--- src/rtl/proc_mem_queue.sv ---
`default_nettype none
// ============================================================================
// Module  : proc_mem_queue
// Brief   : Age-ordered AXI write transaction tracker with compacting slots
//           and queued BLOCK/DIVERT completion notifications.
// Revision: 1.0 - initial release
// ============================================================================
module proc_mem_queue #(
  parameter int SLOT_AMOUNT = 32,
  parameter int ID_WIDTH    = 4,
  parameter int AFULL_TH    = 28,
  localparam int CW         = $clog2(SLOT_AMOUNT + 1)
) (
  input  logic                clk,
  input  logic                rst,
  input  logic [ID_WIDTH-1:0] awid,
  input  logic                awvalid,
  input  logic [1:0]          awuser,
  output logic                awready,
  input  logic [ID_WIDTH-1:0] bid,
  input  logic                bvalid,
  input  logic                bready,
  output logic                block_fin,
  input  logic                block_ack,
  output logic                spec_release,
  input  logic                release_ready,
  output logic                unlucky_done,
  output logic                err_bid,
  output logic                full,
  output logic                almost_full,
  output logic [CW-1:0]       occupancy
);

  localparam logic [1:0]    TYPE_BLOCK   = 2'b01;
  localparam logic [1:0]    TYPE_DIVERT  = 2'b10;
  localparam logic [1:0]    TYPE_UNLUCKY = 2'b11;
  localparam logic [CW-1:0] CNT_MAX      = {CW{1'b1}};
  localparam logic [CW-1:0] SLOTS        = CW'(SLOT_AMOUNT);
  localparam logic [CW-1:0] AFULL        = CW'(AFULL_TH);

  logic [ID_WIDTH-1:0] id_q   [SLOT_AMOUNT];
  logic [ID_WIDTH-1:0] id_d   [SLOT_AMOUNT];
  logic [1:0]          type_q [SLOT_AMOUNT];
  logic [1:0]          type_d [SLOT_AMOUNT];
  logic [CW-1:0]       occupancy_q, occupancy_d;
  logic [CW-1:0]       blk_cnt_q, blk_cnt_d;
  logic [CW-1:0]       div_cnt_q, div_cnt_d;
  logic                unlucky_q, unlucky_d;
  logic                err_q, err_d;

  logic          hit, del, alloc, blk_inc, blk_dec, div_inc, div_dec;
  logic [CW-1:0] hit_idx, occ_after;
  logic [1:0]    hit_type;

  assign full         = (occupancy_q == SLOTS);
  assign almost_full  = (occupancy_q >= AFULL);
  assign awready      = !full;
  assign occupancy    = occupancy_q;
  assign block_fin    = (blk_cnt_q != '0);
  assign spec_release = (div_cnt_q != '0);
  assign unlucky_done = unlucky_q;
  assign err_bid      = err_q;

  always_comb begin
    id_d      = id_q;
    type_d    = type_q;
    hit       = 1'b0;
    hit_idx   = '0;
    hit_type  = 2'b00;
    // Oldest live entry with a matching ID wins; the same-cycle AW entry is
    // not in the store yet, so it can never match.
    for (int i = 0; i < SLOT_AMOUNT; i++) begin
      if (!hit && (CW'(i) < occupancy_q) && (id_q[i] == bid)) begin
        hit      = 1'b1;
        hit_idx  = CW'(i);
        hit_type = type_q[i];
      end
    end
    del       = bvalid && bready && hit;
    alloc     = awvalid && awready;
    err_d     = bvalid && bready && !hit;
    unlucky_d = del && (hit_type == TYPE_UNLUCKY);

    if (del) begin
      for (int i = 0; i < SLOT_AMOUNT - 1; i++) begin
        if (CW'(i) >= hit_idx) begin
          id_d[i]   = id_q[i+1];
          type_d[i] = type_q[i+1];
        end
      end
    end
    occ_after = occupancy_q - {{(CW-1){1'b0}}, del};
    if (alloc) begin
      for (int i = 0; i < SLOT_AMOUNT; i++) begin
        if (CW'(i) == occ_after) begin
          id_d[i]   = awid;
          type_d[i] = awuser;
        end
      end
    end
    occupancy_d = occ_after + {{(CW-1){1'b0}}, alloc};

    blk_inc   = del && (hit_type == TYPE_BLOCK);
    blk_dec   = block_ack && (blk_cnt_q != '0);
    blk_cnt_d = blk_cnt_q;
    if (blk_inc && !blk_dec && (blk_cnt_q != CNT_MAX)) blk_cnt_d = blk_cnt_q + 1'b1;
    else if (blk_dec && !blk_inc)                      blk_cnt_d = blk_cnt_q - 1'b1;

    div_inc   = del && (hit_type == TYPE_DIVERT);
    div_dec   = release_ready && (div_cnt_q != '0);
    div_cnt_d = div_cnt_q;
    if (div_inc && !div_dec && (div_cnt_q != CNT_MAX)) div_cnt_d = div_cnt_q + 1'b1;
    else if (div_dec && !div_inc)                      div_cnt_d = div_cnt_q - 1'b1;
  end

  always_ff @(posedge clk or posedge rst) begin
    if (rst) begin
      for (int i = 0; i < SLOT_AMOUNT; i++) begin
        id_q[i]   <= '0;
        type_q[i] <= '0;
      end
      occupancy_q <= '0;
      blk_cnt_q   <= '0;
      div_cnt_q   <= '0;
      unlucky_q   <= 1'b0;
      err_q       <= 1'b0;
    end else begin
      id_q        <= id_d;
      type_q      <= type_d;
      occupancy_q <= occupancy_d;
      blk_cnt_q   <= blk_cnt_d;
      div_cnt_q   <= div_cnt_d;
      unlucky_q   <= unlucky_d;
      err_q       <= err_d;
    end
  end

endmodule
`default_nettype wire

--- config.mk ---
export PLATFORM = sky130hd
export DESIGN_NAME = proc_mem_queue
export DESIGN_NICKNAME = d
export VERILOG_FILES = /design/src/rtl/proc_mem_queue.sv
export SDC_FILE = /design/constraint.sdc
export NUM_CORES = 1
export LEC_CHECK = 0
export CORE_MARGIN = 1
export CORE_UTILIZATION = 53
export DETAILED_ROUTE_END_ITERATION = 10
export PLACE_DENSITY = 0.76
export SYNTH_ARGS = -nofsm -noshare
export SYNTH_HDL_FRONTEND = slang
export SYNTH_SLANG_ARGS = --single-unit
export TNS_END_PERCENT = 10
--- constraint.sdc ---
create_clock -name clk -period 8.08 [get_ports clk]
set_clock_uncertainty 0.15 [all_clocks]
set_input_delay 2.424 -clock clk [delete_from_list [all_inputs] [get_ports clk]]
set_output_delay 2.424 -clock clk [all_outputs]
set_load 0.02 [all_outputs]
==> metrics.txt <==
outcome=complete, no violations; Initial DRC Count=approximately 1300; post-DP HPWL=between 30000 and 40000 um; setup violators final=0; Post-Route Setup TNS=0 ns; Port Buf Inserts=29; syn_nets=1670; DR vias=12500; Synth Area in Compound Gates=16.5%; Starting Density=a little over half; hold crit path type=reg2reg; hold_buf cts=0; Antenna Cells=0; Core Area=27000 sq um; routed vias/inst=6.33; largest family of logic cells by synthesized area=simple AND/OR/NAND/NOR gates; DIE HEIGHT=168 um; fmax=0.137 GHz; layout filler cell count=2350; DRC viols=0; drt wl/cell=21.3 um; unrepaired setup endpoints after global routing=no; number of global-route vias before repair=12300; antenna-violating nets left=0; Yosys cell types=100; pwr dens=424 nW/um^2; mapped cell area=approximately 15000 sq um; CTS Buf Count=24; crit-path max FO=13; CTS clk-pin slew, worst paths=around 0.060 ns; Post-CTS Resized=0; largest buffer count on any clock path=3; Synth Area in XOR/XNOR=8.75%; Mapped Avg Cell Area=8.91 sq um; number of synthesized flops with an enable pin=0; Comb power frac=54.7%; Simple-Gate Fraction of Synth Area=18.8%; Synth Flop Type=dfrtp_1; GRT Resource Usage Total=30.2%; Final nets=1660; number of core rows=60; WHS=between 0.3 and 0.4 ns; largest net degree at the start of global routing=180; crit path DAT=7.57 ns; #FFs+latches synth=212; CP Class=in2reg; asr flop ratio synth=100%; share of cells above drive strength 1=between 10% and 20%; Routability Congestion=about 1; total leakage power=7.20 nW; number of iterations in the first detailed-routing pass=6; H-tree levels=1; worst-margin pin slew=1.16 ns; switching share of power=a little under half; Min Clock Period, post-route=7.30 ns; max-cap violation count=0; Clock Root Buffer=clkbuf_16; Reg power frac=between 20% and 30%; CTS tree=yes; synth warn=0; Worst Path Required=8.35 ns; Final period util=90.4%; Rel. slew slack=23.0%; Worst setup EP type=flip-flop; P_sw=3.10 mW; Startpoint Class=input port; io pins=30; post-synthesis cell count=around 1600; final slew viol count=0; Layout area overhead=8.65%; Die Width=168 um; # Post-CTS Setup Buffers=0; global-route wire length before repair=67800 um; # clock sinks=212; clock latency on the worst-skew pair=about 0.53 ns; multiplexer share of the synthesized area=13.6%; register area share after synthesis=36.3%; adder-cell share of the synthesized area=roughly 1.3%; global route overflow=0; Int Pwr=3.63 mW; Routed Wire Length=42200 um; Clk network pwr share=between 15 and 20%; final hold vios=0; Max VDD drop=240 uV; initial antenna violation count=0; die area=between 20000 and 30000 sq um
==> metrics by stage <==
| step | utilization [%] | std cells | power (mW) | worst slack [ns] | instance area, sq um |
|---|---|---|---|---|---|
| after global placement | 55.9 | 1944 | 5.46 | 0.444 | 15100 |
| after global routing | 58.7 | 1981 | 7.11 | 0.414 | 15900 |
| after floorplan | - | 1639 | 4.60 | 1.17 | 14600 |
| after CTS | 58.7 | 1981 | 6.65 | 0.895 | 15900 |
| after detailed placement | 55.9 | 1944 | 5.56 | 0.356 | 15100 |
| final | 58.7 | 1981 | 6.73 | 0.778 | 15900 |
==> placed cells by master (no fill, tap or decap), types with 20 or more instances in the layout <==
| cell type | n |
|---|---|
| nor3_1 | 48 |
| dfrtp_1 | 212 |
| nand3_1 | 29 |
| o21ai_0 | 116 |
| a21oi_1 | 104 |
| inv_1 | 22 |
| xor2_1 | 63 |
| nand2_1 | 199 |
| mux2i_1 | 179 |
| o21ai_1 | 20 |
| buf_4 | 36 |
| nor2_1 | 159 |
| nand4_1 | 20 |
| clkbuf_16 | 25 |
| clkdlybuf4s50_1 | 25 |
| xnor2_1 | 83 |
==> flip-flops by register name (all words and copies together), names as in the netlist <==
name / count
unlucky_done: 1
id_q: 128
blk_cnt_q: 6
type_q: 64
occupancy: 6
div_cnt_q: 6
err_bid: 1
==> critical path, stage by stage <==
cell	delay (ns)
buf_2	0.41
buf_12	0.20
xor2_1	0.14
nor3_1	0.07
o311a_1	0.25
nor2_1	0.48
nand4_1	0.33
or3_1	0.57
o21bai_4	0.35
inv_4	0.15
ha_1	0.24
ha_1	0.24
nand2_1	0.10
xor2_1	0.33
nand2_1	0.17
nor2_1	0.29
nand2_1	0.24
and3_1	0.26
a221oi_1	0.30
==> power groups by stage <==
stage	combinational [mW]	sequential, mW	clock [mW]
after floorplan	2.85	1.75	0
after global placement	3.51	1.95	0
after detailed placement	3.60	1.96	0
after CTS	3.61	1.95	1.10
after global routing	3.97	2.01	1.14
final	3.68	1.96	1.08
==> logic make-up (layout without fill, tap and decap cells) <==
logic type | Yosys count | after routing
simple gates | 568 | 568
compound gates | 372 | 372
flops | 212 | 212
mux | 196 | 196
xor+xnor | 146 | 146
buf+inv | 131 | 132
fa+ha+maj | 14 | 14
==> area by class of cell <==
class | count | area, sq um | share of cell area, %
sequential | 212 | 5310 | 33.4
multi-input combinational | 1296 | 8620 | 54.3
tap | 341 | 427 | 2.69
timing repair buffer | 71 | 661 | 4.16
clock inverter | 5 | 78.8 | 0.497
clock buffer | 32 | 682 | 4.30
inverter | 24 | 96.3 | 0.607
==> worst paths after layout <==
| path | start | to | slack [ns] | cells after the start |
|---|---|---|---|---|
| worst max-delay path | bid[3] | type_q[47]$_DFF_PP0_ | 0.78 | 19 |
| worst min-delay path | div_cnt_q[5]$_DFFE_PP0P_ | div_cnt_q[5]$_DFFE_PP0P_ | 0.35 | 1 |
| worst max register to register | occupancy[5]$_DFF_PP0_ | div_cnt_q[5]$_DFFE_PP0P_ | 1.62 | 19 |
| worst min register to register | div_cnt_q[5]$_DFFE_PP0P_ | div_cnt_q[5]$_DFFE_PP0P_ | 0.35 | 1 |
| max in group asynchronous | rst | id_q[94]$_DFF_PP0_ | 4.01 | 3 |
| min in group asynchronous | rst | id_q[91]$_DFF_PP0_ | 2.24 | 2 |
==> synthesized netlist by cell type (all sizes together) (5+ instances only) <==
cell	n	area [sq um]
o221a	5	56.3
xnor2	83	727
o22ai	5	31.3
a22oi	7	57.6
and4	9	78.8
clkbuf	47	176
nand4	23	163
nor4	18	165
ha	12	150
and2	17	109
o211ai	8	60.1
xor2	63	552
and3	9	56.3
inv	24	92.6
o31ai	11	115
buf	60	414
nand3	32	175
mux2i	180	1810
o21ai	144	766
or3	10	62.6
a21oi	107	547
or2	13	83.8
dfrtp	212	5310
nor3	50	260
or4	6	52.6
mux2	16	188
a21o	8	60.1
a211oi	9	67.6
nor2	162	613
o21bai	5	52.6
nand2	202	771
nand2b	6	37.5
==> layer usage <==
metal | vias to the layer above | track usage (%) | wire, um
met5 | - | 1.39 | 37
met4 | 2 | 9.65 | 1180
met3 | 98 | 5.22 | 3540
met2 | 603 | 47.4 | 19000
met1 | 6063 | 42.4 | 18400
li1 | 5777 | - | -
(Power assumes the default switching activity.)
